File: src/rtl/biquad8_pkg.sv
// Shared types and register map for the biquad8 coefficient loader.
package biquad8_pkg;

    typedef enum logic [2:0] {
        StIdle,
        StWrite,
        StGap,
        StCommit,
        StCgap
    } state_e;

    localparam logic [6:0] ADR_UPDATE  = 7'h00;
    localparam logic [6:0] ADR_FIR     = 7'h04;
    localparam logic [6:0] ADR_IIR     = 7'h08;
    localparam logic [6:0] ADR_INC     = 7'h0C;
    localparam logic [6:0] ADR_POLEFIR = 7'h10;

    typedef struct packed {
        logic [6:0]  adr;
        logic [17:0] dat;
    } entry_t;

endpackage

File: src/rtl/biquad8_loader_fifo.sv
// First-word-fall-through entry FIFO: o_rdata always shows the head entry.
module biquad8_loader_fifo
    import biquad8_pkg::*;
#(
    parameter int unsigned DEPTH = 16,
    localparam int unsigned CW   = $clog2(DEPTH + 1)
) (
    input  logic          i_clk,
    input  logic          i_rst_n,
    input  logic          i_push,
    input  entry_t        i_wdata,
    input  logic          i_pop,
    input  logic          i_flush,
    output entry_t        o_rdata,
    output logic          o_full,
    output logic          o_empty,
    output logic [CW-1:0] o_count
);
    localparam int unsigned AW = $clog2(DEPTH);

    entry_t        r_mem [DEPTH];
    logic [AW-1:0] r_wr_ptr;
    logic [AW-1:0] r_rd_ptr;
    logic [CW-1:0] r_count;
    logic          w_push;
    logic          w_pop;

    assign w_push  = i_push && !o_full;
    assign w_pop   = i_pop && !o_empty;
    assign o_full  = (r_count == CW'(DEPTH));
    assign o_empty = (r_count == '0);
    assign o_count = r_count;
    assign o_rdata = r_mem[r_rd_ptr];

    always_ff @(posedge i_clk) begin
        if (w_push) begin
            r_mem[r_wr_ptr] <= i_wdata;
        end
    end

    // Pointers wrap naturally since DEPTH is a power of two.
    always_ff @(posedge i_clk) begin
        if (!i_rst_n || i_flush) begin
            r_wr_ptr <= '0;
            r_rd_ptr <= '0;
            r_count  <= '0;
        end else begin
            if (w_push) begin
                r_wr_ptr <= r_wr_ptr + AW'(1);
            end
            if (w_pop) begin
                r_rd_ptr <= r_rd_ptr + AW'(1);
            end
            r_count <= r_count + CW'(w_push) - CW'(w_pop);
        end
    end

endmodule

File: src/rtl/biquad8_coeff_loader.sv
// Buffers coefficient writes and drains them over a WISHBONE master port,
// optionally finishing with a write to the update register.
module biquad8_coeff_loader
    import biquad8_pkg::*;
#(
    parameter int unsigned DEPTH   = 16,
    parameter int unsigned TIMEOUT = 255,
    localparam int unsigned CW     = $clog2(DEPTH + 1)
) (
    input  logic          wb_clk_i,
    input  logic          wb_rst_n_i,
    input  logic          ent_valid_i,
    output logic          ent_ready_o,
    input  logic [6:0]    ent_adr_i,
    input  logic [17:0]   ent_dat_i,
    input  logic          start_i,
    input  logic          commit_i,
    output logic          busy_o,
    output logic          done_o,
    output logic          err_o,
    output logic [CW-1:0] count_o,
    output logic          wb_cyc_o,
    output logic          wb_stb_o,
    output logic          wb_we_o,
    output logic [6:0]    wb_adr_o,
    output logic [31:0]   wb_dat_o,
    output logic [3:0]    wb_sel_o,
    input  logic          wb_ack_i,
    input  logic          wb_err_i,
    input  logic          wb_rty_i
);
    localparam int unsigned TW = (TIMEOUT > 0) ? $clog2(TIMEOUT + 1) : 1;

    state_e        r_state;
    logic          r_commit;
    logic [TW-1:0] r_tmo;
    logic          r_cyc;
    logic          r_we;
    logic [6:0]    r_adr;
    logic [31:0]   r_dat;
    logic [3:0]    r_sel;
    logic          r_done;
    logic          r_err;

    entry_t        w_in;
    entry_t        w_head;
    entry_t        w_load;
    logic          w_full;
    logic          w_empty;
    logic          w_push;
    logic          w_pop;
    logic          w_active;
    logic          w_fail;
    logic          w_have;
    logic          w_want_commit;

    assign w_in          = {ent_adr_i, ent_dat_i};
    assign ent_ready_o   = !w_full && (r_state == StIdle);
    assign w_push        = ent_valid_i && ent_ready_o;
    // A push in the same cycle as start_i lands in an empty FIFO; write it directly.
    assign w_load        = w_empty ? w_in : w_head;
    assign w_have        = !w_empty || w_push;
    assign w_want_commit = (r_state == StIdle) ? commit_i : r_commit;
    assign w_active      = (r_state == StWrite) || (r_state == StCommit);
    assign w_fail        = w_active && (wb_err_i || wb_rty_i ||
                                        (!wb_ack_i && (r_tmo == TW'(TIMEOUT))));
    assign w_pop         = (r_state == StWrite) && wb_ack_i && !wb_err_i && !wb_rty_i;

    biquad8_loader_fifo #(
        .DEPTH (DEPTH)
    ) u_fifo (
        .i_clk   (wb_clk_i),
        .i_rst_n (wb_rst_n_i),
        .i_push  (w_push),
        .i_wdata (w_in),
        .i_pop   (w_pop),
        .i_flush (w_fail),
        .o_rdata (w_head),
        .o_full  (w_full),
        .o_empty (w_empty),
        .o_count (count_o)
    );

    always_ff @(posedge wb_clk_i) begin
        if (!wb_rst_n_i) begin
            r_state  <= StIdle;
            r_commit <= 1'b0;
            r_tmo    <= '0;
            r_cyc    <= 1'b0;
            r_we     <= 1'b0;
            r_adr    <= '0;
            r_dat    <= '0;
            r_sel    <= '0;
            r_done   <= 1'b0;
            r_err    <= 1'b0;
        end else begin
            r_done <= 1'b0;
            r_err  <= 1'b0;
            unique case (r_state)
                StIdle, StGap: begin
                    if (r_state == StGap || start_i) begin
                        if (r_state == StIdle) begin
                            r_commit <= commit_i;
                        end
                        if (w_have) begin
                            r_state <= StWrite;
                            r_tmo   <= '0;
                            r_cyc   <= 1'b1;
                            r_we    <= 1'b1;
                            r_adr   <= w_load.adr;
                            r_dat   <= {14'b0, w_load.dat};
                            r_sel   <= 4'hF;
                        end else if (w_want_commit) begin
                            r_state <= StCommit;
                            r_tmo   <= '0;
                            r_cyc   <= 1'b1;
                            r_we    <= 1'b1;
                            r_adr   <= ADR_UPDATE;
                            r_dat   <= 32'h1;
                            r_sel   <= 4'h1;
                        end else begin
                            r_state <= StIdle;
                            r_done  <= 1'b1;
                        end
                    end
                end
                StWrite, StCommit: begin
                    // Bus error/retry first, then ack, which beats an expiring timeout.
                    if (w_fail) begin
                        r_state <= StIdle;
                        r_cyc   <= 1'b0;
                        r_we    <= 1'b0;
                        r_err   <= 1'b1;
                    end else if (wb_ack_i) begin
                        r_state <= (r_state == StWrite) ? StGap : StCgap;
                        r_cyc   <= 1'b0;
                        r_we    <= 1'b0;
                    end else begin
                        r_tmo <= r_tmo + TW'(1);
                    end
                end
                StCgap: begin
                    r_state <= StIdle;
                    r_done  <= 1'b1;
                end
                default: r_state <= StIdle;
            endcase
        end
    end

    assign busy_o   = (r_state != StIdle);
    assign done_o   = r_done;
    assign err_o    = r_err;
    assign wb_cyc_o = r_cyc;
    assign wb_stb_o = r_cyc;
    assign wb_we_o  = r_we;
    assign wb_adr_o = r_adr;
    assign wb_dat_o = r_dat;
    assign wb_sel_o = r_sel;

endmodule
File: config.mk
export PLATFORM = sky130hd
export DESIGN_NAME = biquad8_coeff_loader
export DESIGN_NICKNAME = d
export VERILOG_FILES = /design/src/rtl/biquad8_pkg.sv /design/src/rtl/biquad8_loader_fifo.sv /design/src/rtl/biquad8_coeff_loader.sv
export SDC_FILE = /design/constraint.sdc
export NUM_CORES = 1
export LEC_CHECK = 0
export ABC_AREA = 0
export CAP_MARGIN = 20
export CORE_MARGIN = 3
export CORE_UTILIZATION = 59
export CTS_BUF_LIST = sky130_fd_sc_hd__clkbuf_8
export CTS_CLUSTER_DIAMETER = 200
export DETAILED_ROUTE_END_ITERATION = 12
export DONT_BUFFER_PORTS = 1
export PLACE_DENSITY = 0.77
export SYNTH_ARGS = -nofsm -noshare
export SYNTH_HDL_FRONTEND = slang
export SYNTH_SLANG_ARGS = --single-unit
export TNS_END_PERCENT = 100
File: constraint.sdc
create_clock -name wb_clk_i -period 3.4 [get_ports wb_clk_i]
set_input_delay 0.34 -clock wb_clk_i [delete_from_list [all_inputs] [get_ports wb_clk_i]]
set_output_delay 0.34 -clock wb_clk_i [all_outputs]
set_load 0.02 [all_outputs]
; ---- Word level (Yosys, flattened, before mapping)
; Memory sizes are Yosys's and may differ from the RTL's. A register that Yosys moved wholly into a read port is not among the register bits.
; Cells that the tools add are included.
[totals]
out_inout_bits = 55
memories = 1
ram_bits = 400
reg_bits = 71
[memory_table]
columns = memory, depth, word_bits, rd, rd_clocked_by_memory_dff, write_ports, line
row1 = u_fifo.r_mem, 16, 25, 1, 1, 1, biquad8_loader_fifo.sv:21  ; entry_t r_mem [DEPTH];
[op_classes]
n_addsub = 5
n_reduce_logical = 34
eq_ne = 11
n_mux = 36
[ops]
columns = operator, count
row1 = 32-bit two-way mux, 2
row2 = 8-bit two-way mux, 5
row3 = 25-bit two-way mux, 1
row4 = 4-bit two-way mux, 4
row5 = 8-bit case mux with 2 select lines, 1
row6 = 7-bit two-way mux, 2
row7 = 1-bit two-way mux, 12
row8 = 3-bit two-way mux, 4
row9 = 1-bit logical AND, 9
row10 = "4-bit by 1-bit adder with 4-bit output, second input constant", 2
row11 = "8-bit by 1-bit adder with 8-bit output, second input constant", 1
row12 = "8-bit == test, second input constant", 1
row13 = "3-bit by 2-bit == test with 1-bit output, second input constant", 2
row14 = 1-bit zero test, 6
row15 = 1-bit logical OR, 6
row16 = "2-bit != test, second input constant", 3
row17 = 3-bit case mux with 2 select lines, 1
row18 = 2-bit AND reduction, 3
row19 = 5-bit by 1-bit adder with 5-bit output, 1
row20 = "5-bit == test, second input constant", 1
row21 = 5-bit zero test, 1
row22 = 5-bit AND reduction, 1
row23 = 5-bit by 1-bit subtractor with 5-bit output, 1
row24 = 2-bit two-way mux, 2
row25 = 11 further kinds, 14

; ---- Longest topological paths before layout
; Gate-level depths: netlist of run 1.
[depth]
word_depth = 8
mapped_depth = 15

; ---- Cells and area by module
; From an unflattened synthesis of run 1, not the netlist that was laid out.
[hier_totals]
cells_unflattened = 960
hier_area_um2 = 17951.0
[by_module_without_submodules]
columns = mod, instances, area_per_inst_um2, cells_per_inst, seq_area_each_um2
row1 = biquad8_loader_fifo, 1, 15866.5, 727, 12351.8
row2 = biquad8_coeff_loader, 1, 2084.5, 233, 840.8

; ---- Worst setup path after synthesis of run 1
; Ideal clock, no wire load.
[synth_path]
path_type = register to register
startpoint = register u_fifo.r_count[2] (netlist: u_fifo.o_count[2])
endpoint = memory u_fifo.r_mem[3][0] (netlist bit) (enable)
path_buffers = 0
t_required_ns = 2.962
setup_ns = 0.438
setup_slack_ns = -0.081
t_arrival_ns = 3.042
stages_incl_launch_ff = 7
cell_sequence = dfxtp_1 -> inv_1 -> ha_1 -> and4bb_2 -> nor2_4 -> nand2_1 -> nor3_1
[synth_between]
elab_chain_cells = 7
[synth_lines]
columns = item, line
row1 = "start, declared", biquad8_loader_fifo.sv:24  ; logic [CW-1:0] r_count;
row2 = "start signal, assigned", biquad8_loader_fifo.sv:54  ; r_count <= r_count + CW'(w_push) - CW'(w_pop);
row3 = 5-bit == test *, biquad8_loader_fifo.sv:30  ; assign o_full = (r_count == CW'(DEPTH));
row4 = 1-bit zero test *, "biquad8_loader_fifo.sv:28, biquad8_coeff_loader.sv:58"
row5 = 1-bit logical AND, biquad8_coeff_loader.sv:58  ; assign ent_ready_o = !w_full && (r_state == StIdle);
row6 = 1-bit logical AND, biquad8_coeff_loader.sv:59  ; assign w_push = ent_valid_i && ent_ready_o;
row7 = 1-bit logical AND *, biquad8_loader_fifo.sv:28  ; assign w_push = i_push && !o_full;
row8 = net u_fifo.w_push, biquad8_loader_fifo.sv:25  ; logic w_push;
row9 = 1-bit two-way mux *, biquad8_loader_fifo.sv:36  ; if (w_push) begin
row10 = 1-bit two-way mux (not written as such) *, biquad8_loader_fifo.sv:37  ; r_mem[r_wr_ptr] <= i_wdata;
row11 = "end, declared", biquad8_loader_fifo.sv:21
; The timed path passes the listed nets; every way through them passes the cells marked *.

; ---- Worst setup path after layout of run 1
[layout_path]
startpoint = register u_fifo.r_count[2] (netlist: u_fifo.o_count[2])
endpoint = register u_fifo.r_count[4] (netlist: u_fifo.o_count[4])
[layout_between]
elab_chain_cells = 7
[layout_lines]
columns = item, line
row1 = 5-bit == test, biquad8_loader_fifo.sv:30
row2 = 1-bit zero test, "biquad8_loader_fifo.sv:28, biquad8_coeff_loader.sv:58"
row3 = 1-bit logical AND, biquad8_coeff_loader.sv:58
row4 = 1-bit logical AND, biquad8_coeff_loader.sv:59
row5 = 1-bit logical AND, biquad8_loader_fifo.sv:28
row6 = 5-bit by 1-bit adder with 5-bit output, biquad8_loader_fifo.sv:54
row7 = 5-bit by 1-bit subtractor with 5-bit output *, biquad8_loader_fifo.sv:54
; Every way passes the cells marked *; elsewhere a longest branch is shown, timed or not.
; A chain may end at the register's enable or synchronous reset.

==> reports/metrics.csv, run 1 <==
stage,metric,value,unit
logic_synthesis,synthArstFlopShare,0,%
logic_synthesis,synthCells,943,
critical_path,slowest_delay,0.49,ns
critical_path,r2r_cells,13,
finish,insertedDiodeCount,0,
critical_path,crit_slowest_cell,or4b_1,
logic_synthesis,postSynthAreaPerCell,19.2,um2
clock_network,cts_resized,0,
critical_path,r2r_setup_slack,0.50,ns
clock_network,numClockSinks,459,
global_route,grt_antenna_before_repair,0,
clock_network,cts_buffer_depth,3,
placed_design,place_inst,1320,
critical_path,crit_path_cell_trace,"inv_1, ha_1, or4b_1, and4_4, xor2_1, ha_1, inv_1, fa_1, inv_1, a21oi_1, nor2_1, or3_1, a21oi_1",
placed_design,dp_slack,0.514,ns
critical_path,cp.arrival,3.42,ns
critical_path,worst_setup_path_end_kind,register,
route,drtIter0Drc,988,
route,wirelength,38800,um
die,rows,63,
timing,finalSetupViolCount,0,
finish,drive_above_1_share,25.2,%
die,io_pins,88,
logic_synthesis,ys_seq_elements,459,
route,wl_per_cell,26.2,um
critical_path,cp-endpoint,u_fifo.o_count[4]$_SDFF_PP0_,
timing,tns,0,ns
logic_synthesis,synth_top_area_share,66.2,%
timing,post-route-period-util,85.3,%
critical_path,r2r-end,u_fifo.o_count[4]$_SDFF_PP0_,
min_path,hold_class,in2reg,
finish,layoutNonFillerInstCount,1483,
critical_path,rr_startpoint,u_fifo.o_count[2]$_SDFF_PP0_,
timing,finClkSkew,0.0336,ns
logic_synthesis,syn-cell-area,0.0182,mm2
clock_network,cts-htree-levels,3,
critical_path,cpMostUsedCell,inv_1,
flow_run,max_cap_violations,0,
logic_synthesis,yosysUniqueCellTypes,66,
timing,fin_ws,0.499,ns
logic_synthesis,ys_seq_area_share,72.7,%
timing,finalHoldViolations,0,
finish,synthToLayoutAreaGrowth,12.9,%
clock_network,clk_pin_slew,0.06,ns
pwr,peakVddDrop,382,uV
global_route,grt_overflow,0,
global_route,grt_pass1_wl,59400,um
route,vias,9455,
die,fp.dieH,181,um
finish,final_cell_area,0.0205,mm2
critical_path,crit_start,u_fifo.o_count[2]$_SDFF_PP0_,
finish,multi_input_comb_area,0.00466,mm2
placed_design,dpl_cell_area,0.0188,mm2
timing,whs,0.0429,ns
critical_path,worstSetupPathType,reg2reg,
die,die_area,0.0329,mm2
placed_design,hpwl,22800,um
timing,drv_slew,0,
clock_network,cts_tree,built,
timing,max_freq,345,MHz
logic_synthesis,synth_area_leaders,"edfxtp_1 (66%), mux4_2 (12%), dfxtp_1 (6.5%)",
die,initial_core_util,60.6,%
timing,rsz0062_at_grt,false,
critical_path,crit_required,3.92,ns
finish,nNetsFinal,1079,
route,ant_nets,0,
global_route,grt_pass1_vias,9641,
die,coreArea,0.0300,mm2
critical_path,critPathMaxFanout,6,
global_route,grt_max_degree,39,
placed_design,gp_congestion,0.833,
timing,fin_crit,2.90,ns
clock_network,cts_buffers,72,
finish,nFillCells,1827,
placed_design,io_buffers,0,
outcome,outcome,"finished, final reports clean",
critical_path,worst_setup_path_start_kind,register,
global_route,grt.total_usage,23.9,%
die,die_x,181,um
clock_network,insertion_delay,0.61,ns
finish,seqCellArea,0.0132,mm2
route,vias_per_cell,6.38,
route,drc_errors,0,
pwr,leakagePower,6.59,nW
timing,maxSlewHeadroom,51.1,%
logic_synthesis,synth_edf_count,400,
logic_synthesis,yosys.area.top_type,edfxtp_1,
timing,tightest_slew,0.732,ns
clock_network,clockRootBuffer,clkbuf_8,
route,drt_pass1_iterations,5,
logic_synthesis,synthFlopType,edfxtp_1,
logic_synthesis,ys_warn_count,0,
pwr,p_per_area,597,mW/mm2
## registers in the layout, summed over array words and instances, names as in the netlist, 3 cells and up, named ones only
| name | cells |
|---|---|
| wb_adr_o | 7 |
| r_state | 3 |
| u_fifo.o_count | 5 |
| r_tmo | 8 |
| u_fifo.r_wr_ptr | 4 |
| u_fifo.r_rd_ptr | 4 |
| wb_dat_o | 18 |
| u_fifo.r_mem | 400 |
## worst max-delay path, delay by kind of cell, from the launching register on
kind / cells / cell delay [ns]
buffers and inverters: 3 / 0.26
xor gates and xnor gates: 1 / 0.15
AOI/OAI and AO/OA: 2 / 0.28
and+or+nand+nor: 4 / 1.11
adders and majority gates: 3 / 0.62
DFF: 1 / 0.39
## cell usage in the layout, fill, tap and decap left out, drive strengths merged, types with 8 or more instances in the layout
master,count
edfxtp,400
mux4,100
clkbuf,74
dfxtp,59
mux2i,51
nand2,46
buf,44
inv,42
nor2,41
dlygate4sd3,29
clkinv,27
a32oi,24
o22a,23
conb,14
ha,11
nor3,10
nand3,8
## cell type report
cell class | count | share of cell area [%]
multi-input cells | 416 | 22.7
clock buffers | 74 | 4.97
well taps | 390 | 2.38
clock inverters | 59 | 1.73
inverters | 12 | 0.220
repair buffers | 73 | 3.52
flip-flops and latches | 459 | 64.4
## worst min path at each step
stage / startpoint / end / cells past startpoint
global placement: ent_dat_i[14] / u_fifo.r_mem[6][14]$_DFFE_PP_ / 0
floorplan: ent_dat_i[0] / u_fifo.r_mem[0][0]$_DFFE_PP_ / 0
CTS: wb_rst_n_i / r_tmo[2]$_SDFFE_PN0P_ / 2
global route: wb_rst_n_i / r_tmo[6]$_SDFFE_PN0P_ / 2
finish: wb_rst_n_i / r_tmo[2]$_SDFFE_PN0P_ / 2
detailed placement: ent_dat_i[14] / u_fifo.r_mem[6][14]$_DFFE_PP_ / 0
## routing by layer
metal / wire [um] / GRT usage (%) / share of wire [%]
met2: 18700 / 37.4 / 48
met5: 0 / 0 / 0
met3: 3410 / 5.95 / 8.8
met1: 15800 / 34.4 / 41
met4: 937 / 7.04 / 2.4
## what timing repair did
item	CTS	global route
hold buffers	30	0
endpoints found under the hold margin	439	0
setup buffers	0	0
## kinds of logic (layout without fill, tap and decap cells)
group,Yosys count,in the layout,synth area share (%)
AO/OA/AOI/OAI,89,89,3.93
multiplexers,153,153,15.3
flip-flops,459,459,72.7
XOR/XNOR,10,10,0.524
other,1,14,0.0207
buffers and inverters,81,218,2.66
AND/OR/NAND/NOR,138,138,3.97
adder cells (fa/ha/maj),12,12,0.869
## per-stage QoR
| step | total power [mW] | util (%) |
|---|---|---|
| floorplan | 7.56 | - |
| global placement | 7.83 | 62.8 |
| detailed placement | 7.87 | 62.8 |
| CTS | 12.3 | 68.4 |
| global route | 12.7 | 68.4 |
| finish | 12.2 | 68.4 |
## power breakdown
part / internal (mW) / leakage, nW / switching [mW] / total (mW)
combinational: 0.430 / 1.70 / 0.727 / 1.16
clock: 2.23 / 0.800 / 2.14 / 4.36
sequential: 6.39 / 4.09 / 0.323 / 6.72
## synthesized netlist by cell type, types with 2 or more instances
cell type	number
edfxtp_1	400
mux4_2	100
dfxtp_1	59
mux2i_1	51
nand2_1	44
nor2_1	38
buf_2	29
buf_4	26
a32oi_1	24
o22a_1	23
ha_1	11
inv_1	11
nand3_1	8
nor3_1	8
a21oi_1	7
clkbuf_1	7
buf_6	6
o21ai_0	6
xor2_1	6
a31oi_1	4
and3_1	4
nand2b_1	4
nand4_1	4
nor2b_1	4
o2bb2ai_1	4
or3_1	3
xnor2_1	3
a211oi_1	2
and2_1	2
mux2_2	2
nand2_2	2
nor2_4	2
nor3_2	2
o22ai_1	2
o31ai_1	2
o32ai_1	2
or4b_1	2
Note: power is estimated with default switching activity, not from simulation.
==> run 2: changes to the inputs <==
CORE_MARGIN = unset   (was 3)
==> run 2 against run 1 <==
Power increased by 0.17%; clock skew decreased by 0.00084 ns; sequential cell count unchanged; wire length decreased by 0.20%; maximum frequency increased by 3.7%; sequential power about the same; count of clock-buffer cells in the layout increased by 6; setup slack improved by 0.10 ns; die area decreased by 4.4%; clock power increased by 1%; via count decreased by 0.30%; worst hold slack got worse by 0.014 ns.
==> reports/metrics.csv, run 2 (same netlist as run 1, synthesis figures left out) <==
stage,metric,value,unit
finish,seqCellArea,0.0132,mm2
placed_design,hpwl,22400,um
die,die_x,177,um
clock_network,clockRootBuffer,clkbuf_8,
die,initial_core_util,60.6,%
critical_path,cpMostUsedCell,inv_1,
finish,synthToLayoutAreaGrowth,13.4,%
finish,nFillCells,1862,
route,vias_per_cell,6.34,
critical_path,rr_startpoint,u_fifo.o_count[3]$_SDFF_PP0_,
pwr,power,12.3,mW
critical_path,crit_family,simple AND/OR/NAND/NOR gates,
placed_design,gp_congestion,0.853,
clock_network,cts_tree,built,
route,ant_nets,0,
timing,finClkSkew,0.0328,ns
critical_path,crit_required,3.92,ns
critical_path,r2r_setup_slack,0.60,ns
timing,tightest_slew,0.826,ns
critical_path,worst_setup_path_end_kind,register,
clock_network,numClockSinks,459,
finish,drive_above_1_share,25.5,%
critical_path,critPathMaxFanout,6,
finish,largest_register,u_fifo.r_mem,
route,drt_pass1_iterations,5,
pwr,p_per_area,596,mW/mm2
die,die_area,0.0315,mm2
timing,post-route-period-util,82.3,%
min_path,hold_class,in2reg,
critical_path,crit_slowest_cell,or4b_1,
die,rows,63,
route,vias,9427,
critical_path,cp_num_buf_inv,3,
route,drtIter0Drc,943,
placed_design,io_buffers,0,
critical_path,worstSetupPathType,reg2reg,
min_path,min_path_cells,2,
timing,maxSlewHeadroom,44.6,%
clock_network,cts_resized,0,
pwr,peakVddDrop,429,uV
finish,largest_reg_flops,400,
critical_path,r2r_cells,13,
global_route,grt_antenna_before_repair,4,
clock_network,clk_pin_slew,0.06,ns
clock_network,insertion_delay,0.61,ns
timing,drv_slew,0,
global_route,grt_pass1_wl,58100,um
finish,nNetsFinal,1079,
clock_network,cts_buffer_depth,3,
clock_network,cts_buffers,72,
pwr,leakagePower,6.61,nW
min_path,whs_endpoint,err_o$_SDFF_PN0_,
die,io_pins,88,
timing,max_freq,357,MHz
global_route,grt_overflow,0,
critical_path,slowest_delay,0.49,ns
finish,layout_commonest_cell,edfxtp_1,
global_route,grt_pass1_vias,9511,
timing,finalSetupViolCount,0,
clock_network,cts-htree-levels,3,
critical_path,r2r-end,u_fifo.o_count[4]$_SDFF_PP0_,
flow_run,max_cap_violations,0,
global_route,grt_max_degree,39,
route,wl_per_cell,26.0,um
outcome,outcome,"finished, final reports clean",
timing,rsz0062_at_grt,false,
route,drc_errors,0,
timing,fin_crit,2.80,ns
critical_path,cp.arrival,3.32,ns
min_path,hp-start,wb_ack_i,
die,fp.dieH,177,um
finish,multi_input_comb_area,0.00466,mm2
route,wirelength,38700,um
timing,tns,0,ns
critical_path,worst_setup_path_start_kind,register,
critical_path,crit_path_cell_trace,"inv_1, ha_1, or4b_1, and4_4, xor2_1, ha_1, inv_1, fa_1, inv_1, a21oi_1, nor2_1, or3_1, a21oi_1",
global_route,grt.total_usage,25.7,%
timing,finalHoldViolations,0,
finish,layout_common_cells,"edfxtp_1 (400), mux4_2 (100), clkbuf_8 (80)",
die,coreArea,0.0300,mm2
finish,post-route-util,68.7,%
==> run 2: where the power goes <==
| part | internal (mW) | switching [mW] |
|---|---|---|
| combinational | 0.430 | 0.706 |
| clock | 2.27 | 2.14 |
| sequential | 6.39 | 0.315 |
| total | 9.10 | 3.16 |
==> run 2: timing repair <==
item	in CTS	in global routing
setup buffers	0	0
endpoints found under the hold margin	439	0
hold buffers	30	0
==> run 2: area by class of cell <==
class / count / share of cell area [%]
Antenna cell: 3 / 0.0365
Clock buffer: 80 / 5.35
Clock inverter: 53 / 1.40
Inverter: 12 / 0.219
Multi-Input combinational cell: 416 / 22.6
Sequential cell: 459 / 64.2
Tap cell: 390 / 2.37
Timing Repair Buffer: 73 / 3.81
==> run 2: worst register-to-register path, cell delays in order, from the launching register on <==
cell	delay [ns]
dfxtp_1	0.39
inv_1	0.11
ha_1	0.17
or4b_1	0.49
and4_4	0.23
xor2_1	0.14
ha_1	0.20
inv_1	0.08
fa_1	0.20
inv_1	0.05
a21oi_1	0.14
nor2_1	0.06
or3_1	0.34
a21oi_1	0.14
==> run 2: how the worst max path moves through the flow <==
| stage | from | end | slack (ns) | cells past startpoint |
|---|---|---|---|---|
| final | u_fifo.o_count[3]$_SDFF_PP0_ | u_fifo.o_count[4]$_SDFF_PP0_ | 0.60 | 13 |
| after global routing | u_fifo.o_count[3]$_SDFF_PP0_ | u_fifo.o_count[4]$_SDFF_PP0_ | 0.40 | 13 |
| after CTS | u_fifo.o_count[3]$_SDFF_PP0_ | u_fifo.o_count[4]$_SDFF_PP0_ | 0.58 | 13 |
| after detailed placement | u_fifo.o_count[3]$_SDFF_PP0_ | u_fifo.o_count[4]$_SDFF_PP0_ | 0.61 | 13 |
| after global placement | u_fifo.o_count[3]$_SDFF_PP0_ | u_fifo.o_count[4]$_SDFF_PP0_ | 0.61 | 13 |
| after floorplan | u_fifo.o_count[3]$_SDFF_PP0_ | u_fifo.o_count[4]$_SDFF_PP0_ | 0.57 | 15 |
==> run 2: per-layer routing <==
layer / wire (um) / track usage [%] / up-vias
met2: 18800 / 40.5 / 466
met5: 13 / 0 / -
met1: 15800 / 35.9 / 4855
met3: 3090 / 5.10 / 76
met4: 972 / 9.33 / 2
li1: - / - / 4028
==> run 2: metrics by stage <==
step / area [um2] / cells / hold slack [ns] / worst slack (ns)
final: 20600 / 1486 / 0.0291 / 0.602
after global routing: 20600 / 1485 / 0.0485 / 0.399
after CTS: 20600 / 1483 / 0.00368 / 0.578
after detailed placement: 18900 / 1320 / 0.440 / 0.612
after global placement: 18900 / 1320 / 0.440 / 0.610
after floorplan: 18200 / 956 / 0.439 / 0.567
